File: src/rtl/sw_array_ctrl_if.sv
// Bundle of the query/reference streams, systolic-array drive lines and job status
// exchanged between sw_array_ctrl (slave) and its environment (master).
interface sw_array_ctrl_if #(
    parameter int NUM_PE = 32,
    parameter int WIDTH  = 20,
    parameter int CNT_W  = 16
);
    logic              start;
    logic              q_valid;
    logic              q_ready;
    logic [1:0]        q_base;
    logic              q_last;
    logic              r_valid;
    logic              r_ready;
    logic [1:0]        r_base;
    logic              r_last;
    logic              arr_clear;
    logic [1:0]        arr_s;
    logic [NUM_PE-1:0] arr_store_s;
    logic [1:0]        arr_t;
    logic              arr_init;
    logic [NUM_PE-1:0] arr_pe_mask;
    logic [WIDTH-1:0]  arr_vmax;
    logic              busy;
    logic              done;
    logic [WIDTH-1:0]  best_score;
    logic [CNT_W-1:0]  best_cyc;
    logic [CNT_W-1:0]  ref_len;
    logic              err_q_overflow;
    logic              err_underrun;

    modport slave (
        input  start, q_valid, q_base, q_last, r_valid, r_base, r_last, arr_vmax,
        output q_ready, r_ready, arr_clear, arr_s, arr_store_s, arr_t, arr_init,
               arr_pe_mask, busy, done, best_score, best_cyc, ref_len,
               err_q_overflow, err_underrun
    );

    modport master (
        output start, q_valid, q_base, q_last, r_valid, r_base, r_last, arr_vmax,
        input  q_ready, r_ready, arr_clear, arr_s, arr_store_s, arr_t, arr_init,
               arr_pe_mask, busy, done, best_score, best_cyc, ref_len,
               err_q_overflow, err_underrun
    );
endinterface

File: src/rtl/sw_array_ctrl.sv
// Sequencer for a linear Smith-Waterman systolic array: clear, load query, stream
// reference, drain the wavefront, and keep the best score seen on the max-reduction tree.
module sw_array_ctrl #(
    parameter int NUM_PE = 32,
    parameter int WIDTH  = 20,
    parameter int CNT_W  = 16
) (
    input logic            clk,
    input logic            rst,
    sw_array_ctrl_if.slave ctrl_if
);
    localparam int IDX_W = $clog2(NUM_PE + 1);
    localparam logic [IDX_W-1:0] IDX_PE  = IDX_W'(NUM_PE);
    localparam logic [CNT_W-1:0] CNT_MAX = '1;

    typedef enum logic [2:0] {
        S_IDLE,
        S_CLEAR,
        S_LOAD_Q,
        S_STREAM,
        S_DRAIN,
        S_DONE
    } state_e;

    state_e            state_q, state_d;
    logic [IDX_W-1:0]  qi_q, qi_d;
    logic [IDX_W-1:0]  dc_q, dc_d;
    logic [NUM_PE-1:0] mask_q, mask_d;
    logic [CNT_W-1:0]  ref_len_q, ref_len_d;
    logic [CNT_W-1:0]  sc_q, sc_d;
    logic [CNT_W-1:0]  best_cyc_q, best_cyc_d;
    logic [WIDTH-1:0]  best_score_q, best_score_d;
    logic              sampling_q, sampling_d;
    logic              err_ovf_q, err_ovf_d;
    logic              err_und_q, err_und_d;

    logic              q_ready_c;
    logic              r_ready_c;
    logic              done_c;
    logic              init_c;
    logic [1:0]        s_c;
    logic [1:0]        t_c;
    logic [NUM_PE-1:0] store_c;

    always_ff @(posedge clk) begin
        if (rst) begin
            state_q      <= S_IDLE;
            qi_q         <= '0;
            dc_q         <= '0;
            mask_q       <= '0;
            ref_len_q    <= '0;
            sc_q         <= '0;
            best_cyc_q   <= '0;
            best_score_q <= '0;
            sampling_q   <= 1'b0;
            err_ovf_q    <= 1'b0;
            err_und_q    <= 1'b0;
        end else begin
            state_q      <= state_d;
            qi_q         <= qi_d;
            dc_q         <= dc_d;
            mask_q       <= mask_d;
            ref_len_q    <= ref_len_d;
            sc_q         <= sc_d;
            best_cyc_q   <= best_cyc_d;
            best_score_q <= best_score_d;
            sampling_q   <= sampling_d;
            err_ovf_q    <= err_ovf_d;
            err_und_q    <= err_und_d;
        end
    end

    always_comb begin
        state_d      = state_q;
        qi_d         = qi_q;
        dc_d         = dc_q;
        mask_d       = mask_q;
        ref_len_d    = ref_len_q;
        sc_d         = sc_q;
        best_cyc_d   = best_cyc_q;
        best_score_d = best_score_q;
        sampling_d   = sampling_q;
        err_ovf_d    = err_ovf_q;
        err_und_d    = err_und_q;
        q_ready_c    = 1'b0;
        r_ready_c    = 1'b0;
        done_c       = 1'b0;
        init_c       = 1'b0;
        s_c          = '0;
        t_c          = '0;
        store_c      = '0;

        // Score window opens the cycle after the first reference base and closes with DRAIN.
        if (sampling_q && (state_q == S_STREAM || state_q == S_DRAIN)) begin
            if (sc_q != CNT_MAX) begin
                sc_d = sc_q + 1'b1;
            end
            if ($signed(ctrl_if.arr_vmax) > $signed(best_score_q)) begin
                best_score_d = ctrl_if.arr_vmax;
                best_cyc_d   = sc_q;
            end
        end

        case (state_q)
            S_IDLE: begin
                if (ctrl_if.start) begin
                    state_d      = S_CLEAR;
                    qi_d         = '0;
                    dc_d         = '0;
                    mask_d       = '0;
                    ref_len_d    = '0;
                    sc_d         = '0;
                    best_cyc_d   = '0;
                    best_score_d = '0;
                    sampling_d   = 1'b0;
                    err_ovf_d    = 1'b0;
                    err_und_d    = 1'b0;
                end
            end
            S_CLEAR: begin
                state_d = S_LOAD_Q;
            end
            S_LOAD_Q: begin
                q_ready_c = 1'b1;
                if (ctrl_if.q_valid) begin
                    if (qi_q < IDX_PE) begin
                        s_c     = ctrl_if.q_base;
                        store_c = NUM_PE'(1) << qi_q;
                        qi_d    = qi_q + 1'b1;
                    end else begin
                        err_ovf_d = 1'b1;
                    end
                    // qi saturates at NUM_PE, so i <= qi covers q_len = min(qi + 1, NUM_PE).
                    if (ctrl_if.q_last) begin
                        for (int i = 0; i < NUM_PE; i++) begin
                            mask_d[i] = (IDX_W'(i) <= qi_q);
                        end
                        state_d = S_STREAM;
                    end
                end
            end
            S_STREAM: begin
                r_ready_c = 1'b1;
                t_c       = ctrl_if.r_base;
                init_c    = ctrl_if.r_valid;
                if (ctrl_if.r_valid) begin
                    if (ref_len_q != CNT_MAX) begin
                        ref_len_d = ref_len_q + 1'b1;
                    end
                    sampling_d = 1'b1;
                    if (ctrl_if.r_last) begin
                        state_d = S_DRAIN;
                        dc_d    = '0;
                    end
                end else if (sampling_q) begin
                    err_und_d = 1'b1;
                end
            end
            S_DRAIN: begin
                if (dc_q == IDX_PE) begin
                    state_d = S_DONE;
                end else begin
                    dc_d = dc_q + 1'b1;
                end
            end
            S_DONE: begin
                done_c  = 1'b1;
                state_d = S_IDLE;
            end
            default: begin
                state_d = S_IDLE;
            end
        endcase

        // Handshakes and strobes are held off while reset is asserted.
        if (rst) begin
            q_ready_c = 1'b0;
            r_ready_c = 1'b0;
            done_c    = 1'b0;
            init_c    = 1'b0;
            s_c       = '0;
            t_c       = '0;
            store_c   = '0;
        end
    end

    assign ctrl_if.q_ready        = q_ready_c;
    assign ctrl_if.r_ready        = r_ready_c;
    assign ctrl_if.arr_clear      = rst | (state_q == S_CLEAR);
    assign ctrl_if.arr_s          = s_c;
    assign ctrl_if.arr_store_s    = store_c;
    assign ctrl_if.arr_t          = t_c;
    assign ctrl_if.arr_init       = init_c;
    assign ctrl_if.arr_pe_mask    = mask_q;
    assign ctrl_if.busy           = ~rst & (state_q != S_IDLE);
    assign ctrl_if.done           = done_c;
    assign ctrl_if.best_score     = best_score_q;
    assign ctrl_if.best_cyc       = best_cyc_q;
    assign ctrl_if.ref_len        = ref_len_q;
    assign ctrl_if.err_q_overflow = err_ovf_q;
    assign ctrl_if.err_underrun   = err_und_q;
endmodule

File: src/flat_wrapper.sv
// flat-port wrapper written by rule: the top's interface ports become plain ports
module sw_array_ctrl_flat 
#(
    parameter int NUM_PE = 32,
    parameter int WIDTH  = 20,
    parameter int CNT_W  = 16
)
  (clk, rst, ctrl_if_start, ctrl_if_q_valid, ctrl_if_q_base, ctrl_if_q_last, ctrl_if_r_valid, ctrl_if_r_base, ctrl_if_r_last, ctrl_if_arr_vmax, ctrl_if_q_ready, ctrl_if_r_ready, ctrl_if_arr_clear, ctrl_if_arr_s, ctrl_if_arr_store_s, ctrl_if_arr_t, ctrl_if_arr_init, ctrl_if_arr_pe_mask, ctrl_if_busy, ctrl_if_done, ctrl_if_best_score, ctrl_if_best_cyc, ctrl_if_ref_len, ctrl_if_err_q_overflow, ctrl_if_err_underrun);
  sw_array_ctrl_if #(.NUM_PE(NUM_PE), .WIDTH(WIDTH), .CNT_W(CNT_W)) ctrl_if_i ();
  input logic clk;
  input logic rst;
  input wire logic [$bits(ctrl_if_i.start)-1:0] ctrl_if_start;
  input wire logic [$bits(ctrl_if_i.q_valid)-1:0] ctrl_if_q_valid;
  input wire logic [$bits(ctrl_if_i.q_base)-1:0] ctrl_if_q_base;
  input wire logic [$bits(ctrl_if_i.q_last)-1:0] ctrl_if_q_last;
  input wire logic [$bits(ctrl_if_i.r_valid)-1:0] ctrl_if_r_valid;
  input wire logic [$bits(ctrl_if_i.r_base)-1:0] ctrl_if_r_base;
  input wire logic [$bits(ctrl_if_i.r_last)-1:0] ctrl_if_r_last;
  input wire logic [$bits(ctrl_if_i.arr_vmax)-1:0] ctrl_if_arr_vmax;
  output wire logic [$bits(ctrl_if_i.q_ready)-1:0] ctrl_if_q_ready;
  output wire logic [$bits(ctrl_if_i.r_ready)-1:0] ctrl_if_r_ready;
  output wire logic [$bits(ctrl_if_i.arr_clear)-1:0] ctrl_if_arr_clear;
  output wire logic [$bits(ctrl_if_i.arr_s)-1:0] ctrl_if_arr_s;
  output wire logic [$bits(ctrl_if_i.arr_store_s)-1:0] ctrl_if_arr_store_s;
  output wire logic [$bits(ctrl_if_i.arr_t)-1:0] ctrl_if_arr_t;
  output wire logic [$bits(ctrl_if_i.arr_init)-1:0] ctrl_if_arr_init;
  output wire logic [$bits(ctrl_if_i.arr_pe_mask)-1:0] ctrl_if_arr_pe_mask;
  output wire logic [$bits(ctrl_if_i.busy)-1:0] ctrl_if_busy;
  output wire logic [$bits(ctrl_if_i.done)-1:0] ctrl_if_done;
  output wire logic [$bits(ctrl_if_i.best_score)-1:0] ctrl_if_best_score;
  output wire logic [$bits(ctrl_if_i.best_cyc)-1:0] ctrl_if_best_cyc;
  output wire logic [$bits(ctrl_if_i.ref_len)-1:0] ctrl_if_ref_len;
  output wire logic [$bits(ctrl_if_i.err_q_overflow)-1:0] ctrl_if_err_q_overflow;
  output wire logic [$bits(ctrl_if_i.err_underrun)-1:0] ctrl_if_err_underrun;
  assign ctrl_if_i.start = ctrl_if_start;
  assign ctrl_if_i.q_valid = ctrl_if_q_valid;
  assign ctrl_if_i.q_base = ctrl_if_q_base;
  assign ctrl_if_i.q_last = ctrl_if_q_last;
  assign ctrl_if_i.r_valid = ctrl_if_r_valid;
  assign ctrl_if_i.r_base = ctrl_if_r_base;
  assign ctrl_if_i.r_last = ctrl_if_r_last;
  assign ctrl_if_i.arr_vmax = ctrl_if_arr_vmax;
  assign ctrl_if_q_ready = ctrl_if_i.q_ready;
  assign ctrl_if_r_ready = ctrl_if_i.r_ready;
  assign ctrl_if_arr_clear = ctrl_if_i.arr_clear;
  assign ctrl_if_arr_s = ctrl_if_i.arr_s;
  assign ctrl_if_arr_store_s = ctrl_if_i.arr_store_s;
  assign ctrl_if_arr_t = ctrl_if_i.arr_t;
  assign ctrl_if_arr_init = ctrl_if_i.arr_init;
  assign ctrl_if_arr_pe_mask = ctrl_if_i.arr_pe_mask;
  assign ctrl_if_busy = ctrl_if_i.busy;
  assign ctrl_if_done = ctrl_if_i.done;
  assign ctrl_if_best_score = ctrl_if_i.best_score;
  assign ctrl_if_best_cyc = ctrl_if_i.best_cyc;
  assign ctrl_if_ref_len = ctrl_if_i.ref_len;
  assign ctrl_if_err_q_overflow = ctrl_if_i.err_q_overflow;
  assign ctrl_if_err_underrun = ctrl_if_i.err_underrun;
  sw_array_ctrl #(.NUM_PE(NUM_PE), .WIDTH(WIDTH), .CNT_W(CNT_W)) u_core (.clk(clk), .rst(rst), .ctrl_if(ctrl_if_i));
endmodule
File: config.mk
export PLATFORM = sky130hd
export DESIGN_NAME = sw_array_ctrl_flat
export DESIGN_NICKNAME = d
export VERILOG_FILES = /design/src/rtl/sw_array_ctrl_if.sv /design/src/rtl/sw_array_ctrl.sv /design/src/flat_wrapper.sv
export SDC_FILE = /design/constraint.sdc
export NUM_CORES = 1
export LEC_CHECK = 0
export CORE_UTILIZATION = 40
export DETAILED_ROUTE_END_ITERATION = 8
export HOLD_SLACK_MARGIN = 0.06
export PLACE_DENSITY = 0.78
export SETUP_SLACK_MARGIN = 0.15
export SLEW_MARGIN = 5
export SYNTH_ARGS = -nofsm -noshare
export SYNTH_HDL_FRONTEND = slang
export SYNTH_SLANG_ARGS = --single-unit
File: constraint.sdc
create_clock -name clk -period 2.3 [get_ports clk]
set_input_delay 0.575 -clock clk [delete_from_list [all_inputs] [get_ports clk]]
set_output_delay 0.575 -clock clk [all_outputs]
set_load 0.005 [all_outputs]
==> key figures, run 1 <==
Die
  • Initial Util: about two fifths
  • Die width: roughly 130 um
  • Row count: 44
  • Die area: between 15,000 and 20,000 um2
  • I/O pins: approximately 160
  • Height of the die: between 100 and 150 um
  • CORE AREA: ~15,000 um2

Setup path
  • CP endpoint kind: register
  • Crit Path Class: register to register
  • CP dominant cell by count: buf_6
  • Worst path top cell family by delay: buffers and inverters
  • Cell at the slowest stage of the critical path: dfxtp_2
  • Bufs and invs on worst path: 14
  • Worst Path Required: around 2.7 ns
  • Startpoint types: register
  • Slowest stage delay, CP: around 0.41 ns
  • CP Cell Sequence: nor3b_4 > nand2_2 > buf_6 > buf_6 > buf_6 > buf_6 > buf_6 > buf_6 > buf_6 > buf_6 > buf_6 > buf_6 > buf_6 > buf_6 > buf_6 > buf_6 > nor3_2 > a21oi_1 > nor2_1
  • WP data arrival: roughly 3.1 ns
  • CP max FO: 4

Timing
  • Tcrit/Tclk final: 117%
  • Post-route setup slack: -0.397 ns
  • Final Critical Period: between 2 and 3 ns
  • RSZ-0062 raised after global routing: true
  • Fin Hold WS: between 0.4 and 0.5 ns
  • Fmax: ~370 MHz
  • Clock Skews: around 0.0085 ns
  • Max_slew headroom: 53.2%
  • Final setup fails: a little under 90
  • Worst-margin pin slew: ~0.70 ns
  • Final Hold Vio Count: 0
  • Slew Limit Fails: 0

Clock network
  • TritonCTS buffer count: 17
  • H-tree lvl count: 4
  • Clk_lat worst skew: ~0.42 ns
  • Clock sink total: 118
  • CTS max path bufs: 2
  • CTS clk-pin slew, worst paths: about 0.06 ns
  • Clock Root Buffer: clkbuf_16
  • CTS tree: built

Placed design
  • Final Wtd Congestion: 0.921
  • Placed Cells: 1,142
  • Pre-CTS WS: -0.764 ns
  • Hpwl dp: roughly 12 mm
  • I/O Buffers: roughly 160

Synthesis
  • Post-synth EDFFs: 0
  • Cell count after synthesis: 769
  • Syn avg cell area: about 8 um2
  • Mapped Area: between 6000 and 7000 um2
  • Post-synth cell types: 57
  • Post-synthesis sequential area ratio: just under 40%
  • Yosys reg bits: 118
  • Ys async rst share: 0%
  • Synth Warn #: 0
  • Syn nets: 830
  • Synth Flop Type: dfxtp_1

Cells and area
  • Synth-to-Final Area Change: 70.5%
  • Layout Cells excl Fill: 1,250
  • Share of cells above drive strength 1: about 35%
  • Nets: around 1,100
  • Diodes inserted: 0

Routing
  • Routed Antenna Nets: 0
  • Wire per inst: between 15 and 20 um
  • Detailed-route via count: slightly above 7,000
  • DRC: 0
  • Iter 0 DRT Violations: between 700 and 800
  • Pre-Repair DR Iteration Count: 7
  • Post-Route WL: about 24 mm
  • DR vias/cell: about 5.7

Pwr
  • Static leakage: 3.90 nW
  • Tot Pwr: 7.57 mW
  • Pwr/cell area: a little over 700 nW/um2
  • Max VDD drop: 0.563 mV

Status
  • Failing checks: negative setup slack
  • Status: finished, violations left

GRT
  • Antenna violations before repair: 0
  • Vias in the first global route: between 6,000 and 7,000
  • First-pass GRT wire length: between 30 and 40 mm
  • Largest net degree at the start of global routing: 44
  • Total gr overflow: 0
  • All-layer global routing usage: between 20% and 30%

Flow run
  • Max-cap violations: 0

Min path
  • Min-Delay Path Class: input pin to register
sequential cells by signal, summed over array words and instances, names as in the netlist, 3 cells and up:
name	flops
u_core.ctrl_if.best_score	20
u_core.ctrl_if.best_cyc	16
u_core.qi_q	6
u_core.ctrl_if.arr_pe_mask	32
u_core.state_q	3
u_core.sc_q	16
u_core.ctrl_if.ref_len	16
u_core.dc_q	6
Yosys cell counts, types with 3 or more instances:
cell,number,area (um2)
nor2_1,123,462
nand4_1,13,81.3
buf_6,4,45.0
nand2_1,112,420
dfxtp_1,118,2360
nor4_1,6,37.5
mux2i_1,40,400
a2111oi_2,3,45.0
a211oi_1,3,22.5
o21bai_1,4,30.0
or3_1,4,25.0
a31oi_1,7,43.8
o21ai_1,4,20.0
xnor2_1,23,201
buf_2,9,45.0
nor3_1,30,150
and3_1,3,18.8
a22oi_1,4,30.0
o21ai_0,12,60.1
ha_1,30,375
xor2_1,8,70.1
inv_1,33,124
nand2b_1,13,81.3
and4_1,3,26.3
nand3_1,23,115
a21oi_1,65,325
clkbuf_1,24,90.1
buf_4,3,22.5
nor3_2,3,30.0
and2_1,5,31.3
placed cells by master, fill, tap and decap left out, drive strengths merged, types with 3 or more instances in the layout:
cell             n
a2111oi          4
a211oi           3
a21oi           66
a22oi            4
a31oi            7
and2             5
and3             3
and4             3
buf            188
bufinv           3
clkbuf          21
clkdlybuf4s15   10
clkdlybuf4s50   94
clkinv           8
dfxtp          118
dlygate4sd2     12
ha              30
inv             35
mux2i           40
nand2          113
nand2b          13
nand3           23
nand4           13
nor2           123
nor3            33
nor3b            4
nor4             7
o21ai           18
o21bai           4
o31ai            4
or2              4
or3              4
xnor2           23
xor2             8
stage by stage:
stage	utilization (%)	instance area (um2)	TNS (ns)
finish	70.9	10500	-17.50
global route	70.9	10500	-23.38
CTS	66.7	9840	-5.56
detailed placement	58.0	8560	-56.04
global placement	58.0	8560	-52.80
floorplan	-	6360	0
cell type report:
cell class                 count  area [um2]
fill                         989        4300
multi-input combinational    576        4260
timing repair buffer         306        2840
sequential                   118        2390
clock buffer                  19         453
tap                          184         230
clock inverter                13         154
inverter                      34         130
final timing paths:
check	from	to	slack, ns	depth (start not counted)
worst max-delay path	u_core.state_q[1]	u_core.qi_q[0]	-0.40	19
worst min register to register	u_core.ctrl_if.arr_pe_mask[27]	u_core.ctrl_if.arr_pe_mask[27]	0.45	2
worst min-delay path	ctrl_if_arr_vmax[14]	u_core.ctrl_if.best_score[14]	0.44	3
worst max register to register	u_core.state_q[1]	u_core.qi_q[0]	-0.40	19
power by group:
part	internal, mW	leakage (nW)	switching, mW
clock network	1.75	0.303	1.03
registers	2.09	0.959	0.0606
logic	1.19	2.64	1.44
what timing repair did:
| action | 4_1_cts | 5_1_grt |
|---|---|---|
| hold buffers | 0 | 0 |
| resized for setup | 301 | 114 |
| setup endpoints to repair | 84 | 103 |
| buffers inserted | 47 | 24 |
| gates cloned | 5 | 0 |
| pin swaps | 52 | 58 |
worst min-delay path, delay by kind of cell:
family                 cells  cell delay [ns]
buffers and inverters      1             0.13
multiplexers               1             0.05
AND/OR/NAND/NOR            1             0.06
per-layer routing:
layer | vias to the layer above | routed length (um) | GRT usage (%)
met5 | - | 0 | 0
met4 | 0 | 1040 | 11.1
met3 | 119 | 2210 | 6.41
met2 | 499 | 11600 | 42.7
met1 | 3315 | 9430 | 31.4
li1 | 3187 | - | -
kinds of logic (layout without fill, tap and decap cells):
logic type               count (synthesis)  count (layout)  synth area share, %
AO/OA/AOI/OAI                          120             121                 12.6
XOR/XNOR                                31              31                 4.43
adder cells (fa/ha/maj)                 30              30                 6.12
multiplexers                            40              40                 6.53
flip-flops                             118             118                 38.5
buffers and inverters                   76             372                 5.51
AND/OR/NAND/NOR                        354             354                 26.3
(Power assumes the default switching activity.)
==> inputs of run 2 (changes only) <==
--- a/config.mk
+++ b/config.mk
@@ -5,12 +5,12 @@
 export SDC_FILE = /design/constraint.sdc
 export NUM_CORES = 1
 export LEC_CHECK = 0
+export ABC_AREA = 0
 export CORE_UTILIZATION = 40
 export DETAILED_ROUTE_END_ITERATION = 8
 export HOLD_SLACK_MARGIN = 0.06
 export PLACE_DENSITY = 0.78
 export SETUP_SLACK_MARGIN = 0.15
-export SLEW_MARGIN = 5
 export SYNTH_ARGS = -nofsm -noshare
 export SYNTH_HDL_FRONTEND = slang
 export SYNTH_SLANG_ARGS = --single-unit
==> results of run 2 <==
The final DEF is identical to that of run 1; final timing and power are the same.
==> inputs of run 3 (changes only) <==
--- a/config.mk
+++ b/config.mk
@@ -9,7 +9,7 @@
 export CORE_UTILIZATION = 40
 export DETAILED_ROUTE_END_ITERATION = 8
 export HOLD_SLACK_MARGIN = 0.06
-export PLACE_DENSITY = 0.78
+export PLACE_DENSITY = 0.81
 export SETUP_SLACK_MARGIN = 0.15
 export SYNTH_ARGS = -nofsm -noshare
 export SYNTH_HDL_FRONTEND = slang
==> key figures, run 3 (synthesized netlist as in run 1, its figures left out) <==
Pwr
  • Max VDD drop: about 0.65 mV
  • Comb power frac: a little over a third
  • Net Sw Frac: roughly 34%
  • Static leakage: around 3.9 nW
  • NetSw: ~2.6 mW
  • Clock share of power: a little over a third
  • Pwr/cell area: between 700 and 800 nW/um2
  • Int Pwr: about 5.0 mW
  • Tot Pwr: 7.53 mW
  • Register share of total power: between 20 and 30%

GRT
  • Antenna violations before repair: 0
  • Total gr overflow: 0
  • All-layer global routing usage: 26.8%
  • Vias in the first global route: 6,536
  • First-pass GRT wire length: ~34 mm
  • Largest net degree at the start of global routing: 40

Routing
  • Routed Antenna Nets: 0
  • Iter 0 DRT Violations: between 600 and 700
  • Met3 routed WL: 2.27 mm
  • Post-Route WL: between 20 and 25 mm
  • Wire per inst: a little under 20 um
  • Top layer in use: met4
  • Met2 WL: 11.8 mm
  • DR vias/cell: around 5.7
  • M1 WL: 9.24 mm
  • Detailed-route via count: between 7,000 and 8,000
  • Pre-Repair DR Iteration Count: 5
  • DRC: 0

Clock network
  • CTS clk-pin slew, worst paths: ~0.05 ns
  • CTS Hold Bufs: 0
  • CTS tree: built
  • H-tree lvl count: 4
  • Clock Root Buffer: clkbuf_16
  • TritonCTS buffer count: 17
  • Clock sink total: 118
  • CTS max path bufs: 2
  • Clk_lat worst skew: 0.43 ns

Timing
  • Post-route setup slack: -0.401 ns
  • Worst-margin pin slew: 0.734 ns
  • Max_slew headroom: between 50% and 60%
  • RSZ-0062 raised after global routing: true
  • Slew Limit Fails: 0
  • Fmax: 370 MHz
  • Final Critical Period: ~2.7 ns
  • Clock Skews: ~0.013 ns
  • Final setup fails: 76
  • Setup TNS: -15.91 ns
  • Final Hold Vio Count: 0
  • Tcrit/Tclk final: 117%

Die
  • I/O pins: between 150 and 200
  • Die width: roughly 130 um
  • Initial Util: 41.6%
  • Height of the die: 126 um
  • Die area: 15,800 um2
  • CORE AREA: approximately 15,000 um2
  • Row count: between 40 and 50

Cells and area
  • Share of cells above drive strength 1: about 37%
  • Commonest non-fill, non-tap cell in the layout: nand2_1
  • Post-route cell area: 10,500 um2
  • Diodes inserted: 0
  • Commonest non-fill, non-tap cells in the layout: 105 x nand2_1, 98 x nor2_1, 96 x dfxtp_1
  • Fillers: approximately 960
  • Core Util, Final: 71.0%
  • Nets: 1,118
  • Synth-to-Final Area Change: 70.8%
  • Largest register FFs: 32

Flow run
  • Max-cap violations: 0

Placed design
  • Hpwl dp: roughly 13 mm
  • I/O Buffers: 158
  • Final Wtd Congestion: ~0.85
  • Post-DP Area: approximately 8700 um2

Setup path
  • Bufs and invs on worst path: 4
  • Worst path depth: 7
  • Slowest stage delay, CP: ~0.47 ns
  • CP endpoint kind: output pin
  • CP Cell Sequence: nand3b_1 > nor4_4 > buf_4 > buf_6 > buf_6 > and2_4 > buf_6
  • Cell at the slowest stage of the critical path: nor4_4
  • R2R depth: 19
  • Crit Path Class: register to output pin
  • Worst Path Required: around 1.7 ns
  • CP max FO: 4
  • Worst path top cell family by delay: simple AND/OR/NAND/NOR gates
  • Startpoint types: register
  • WP data arrival: 2.13 ns
  • CP dominant cell by count: buf_6

Status
  • Failing checks: negative setup slack
  • Status: finished, violations left

Min path
  • Min-Delay Path Class: input pin to register
  • Worst Hold Depth: 3
## run 3: worst reg2reg max path, cell delays in order, from the launching register on
cell and delay (ns):
dfxtp_4 0.39, nor3b_4 0.28, nand2_2 0.14, buf_6 0.14
buf_6 0.10, buf_6 0.10, buf_6 0.10, buf_6 0.11
buf_6 0.11, buf_6 0.10, buf_6 0.10, buf_6 0.10
buf_6 0.10, buf_6 0.11, buf_6 0.11, buf_6 0.11
buf_6 0.11, nor3_2 0.11, a21oi_1 0.06, nor2_1 0.11
## run 3: power groups by stage
stage               Sequential (mW)  Combinational (mW)  Clock [mW]
floorplan                      2.17                1.00           0
global placement               2.17                1.78           0
detailed placement             2.17                1.82           0
CTS                            2.14                2.17        2.63
global route                   2.15                2.86        2.76
finish                         2.15                2.74        2.64
## run 3: metrics by stage
stage                     worst slack (ns)  std cells  hold WS [ns]
after floorplan                     0.0232        769         0.448
after global placement              -0.670       1154         0.440
after detailed placement            -0.796       1154         0.443
after CTS                           -0.217       1235         0.426
after global routing                -0.439       1254         0.425
final                               -0.401       1254         0.426
## run 3: path summary, 6_finish.rpt
| kind | slack, ns | startpoint | to |
|---|---|---|---|
| min | 0.43 | ctrl_if_arr_vmax[15] | u_core.ctrl_if.best_score[15] |
| max reg2reg | -0.36 | u_core.state_q[1] | u_core.qi_q[0] |
| min reg2reg | 0.45 | u_core.ctrl_if.arr_pe_mask[2] | u_core.ctrl_if.arr_pe_mask[2] |
| max | -0.40 | u_core.qi_q[5] | ctrl_if_arr_s[0] |
## run 3: layout make-up
cell class / instances / area, um2 / area share (%)
clock buffer: 17 / 425 / 4.06
timing repair buffer: 310 / 2870 / 27.4
clock inverter: 15 / 156 / 1.49
sequential: 118 / 2390 / 22.9
inverter: 34 / 128 / 1.22
multi-input combinational: 576 / 4260 / 40.7
tap: 184 / 230 / 2.20
## run 3: timing repair
item,in CTS,in global routing
resized for setup,316,116
cloned,4,0
pin swaps,58,53
endpoints found under the hold margin,0,0
setup buffers,45,19
endpoints found under the setup margin,90,105
## run 3: metal layers
| layer | GRT usage, % | up-vias |
|---|---|---|
| li1 | - | 3194 |
| met1 | 32.2 | 3369 |
| met2 | 44.9 | 485 |
| met3 | 7.05 | 159 |
| met4 | 12.3 | 0 |
| met5 | 0 | - |
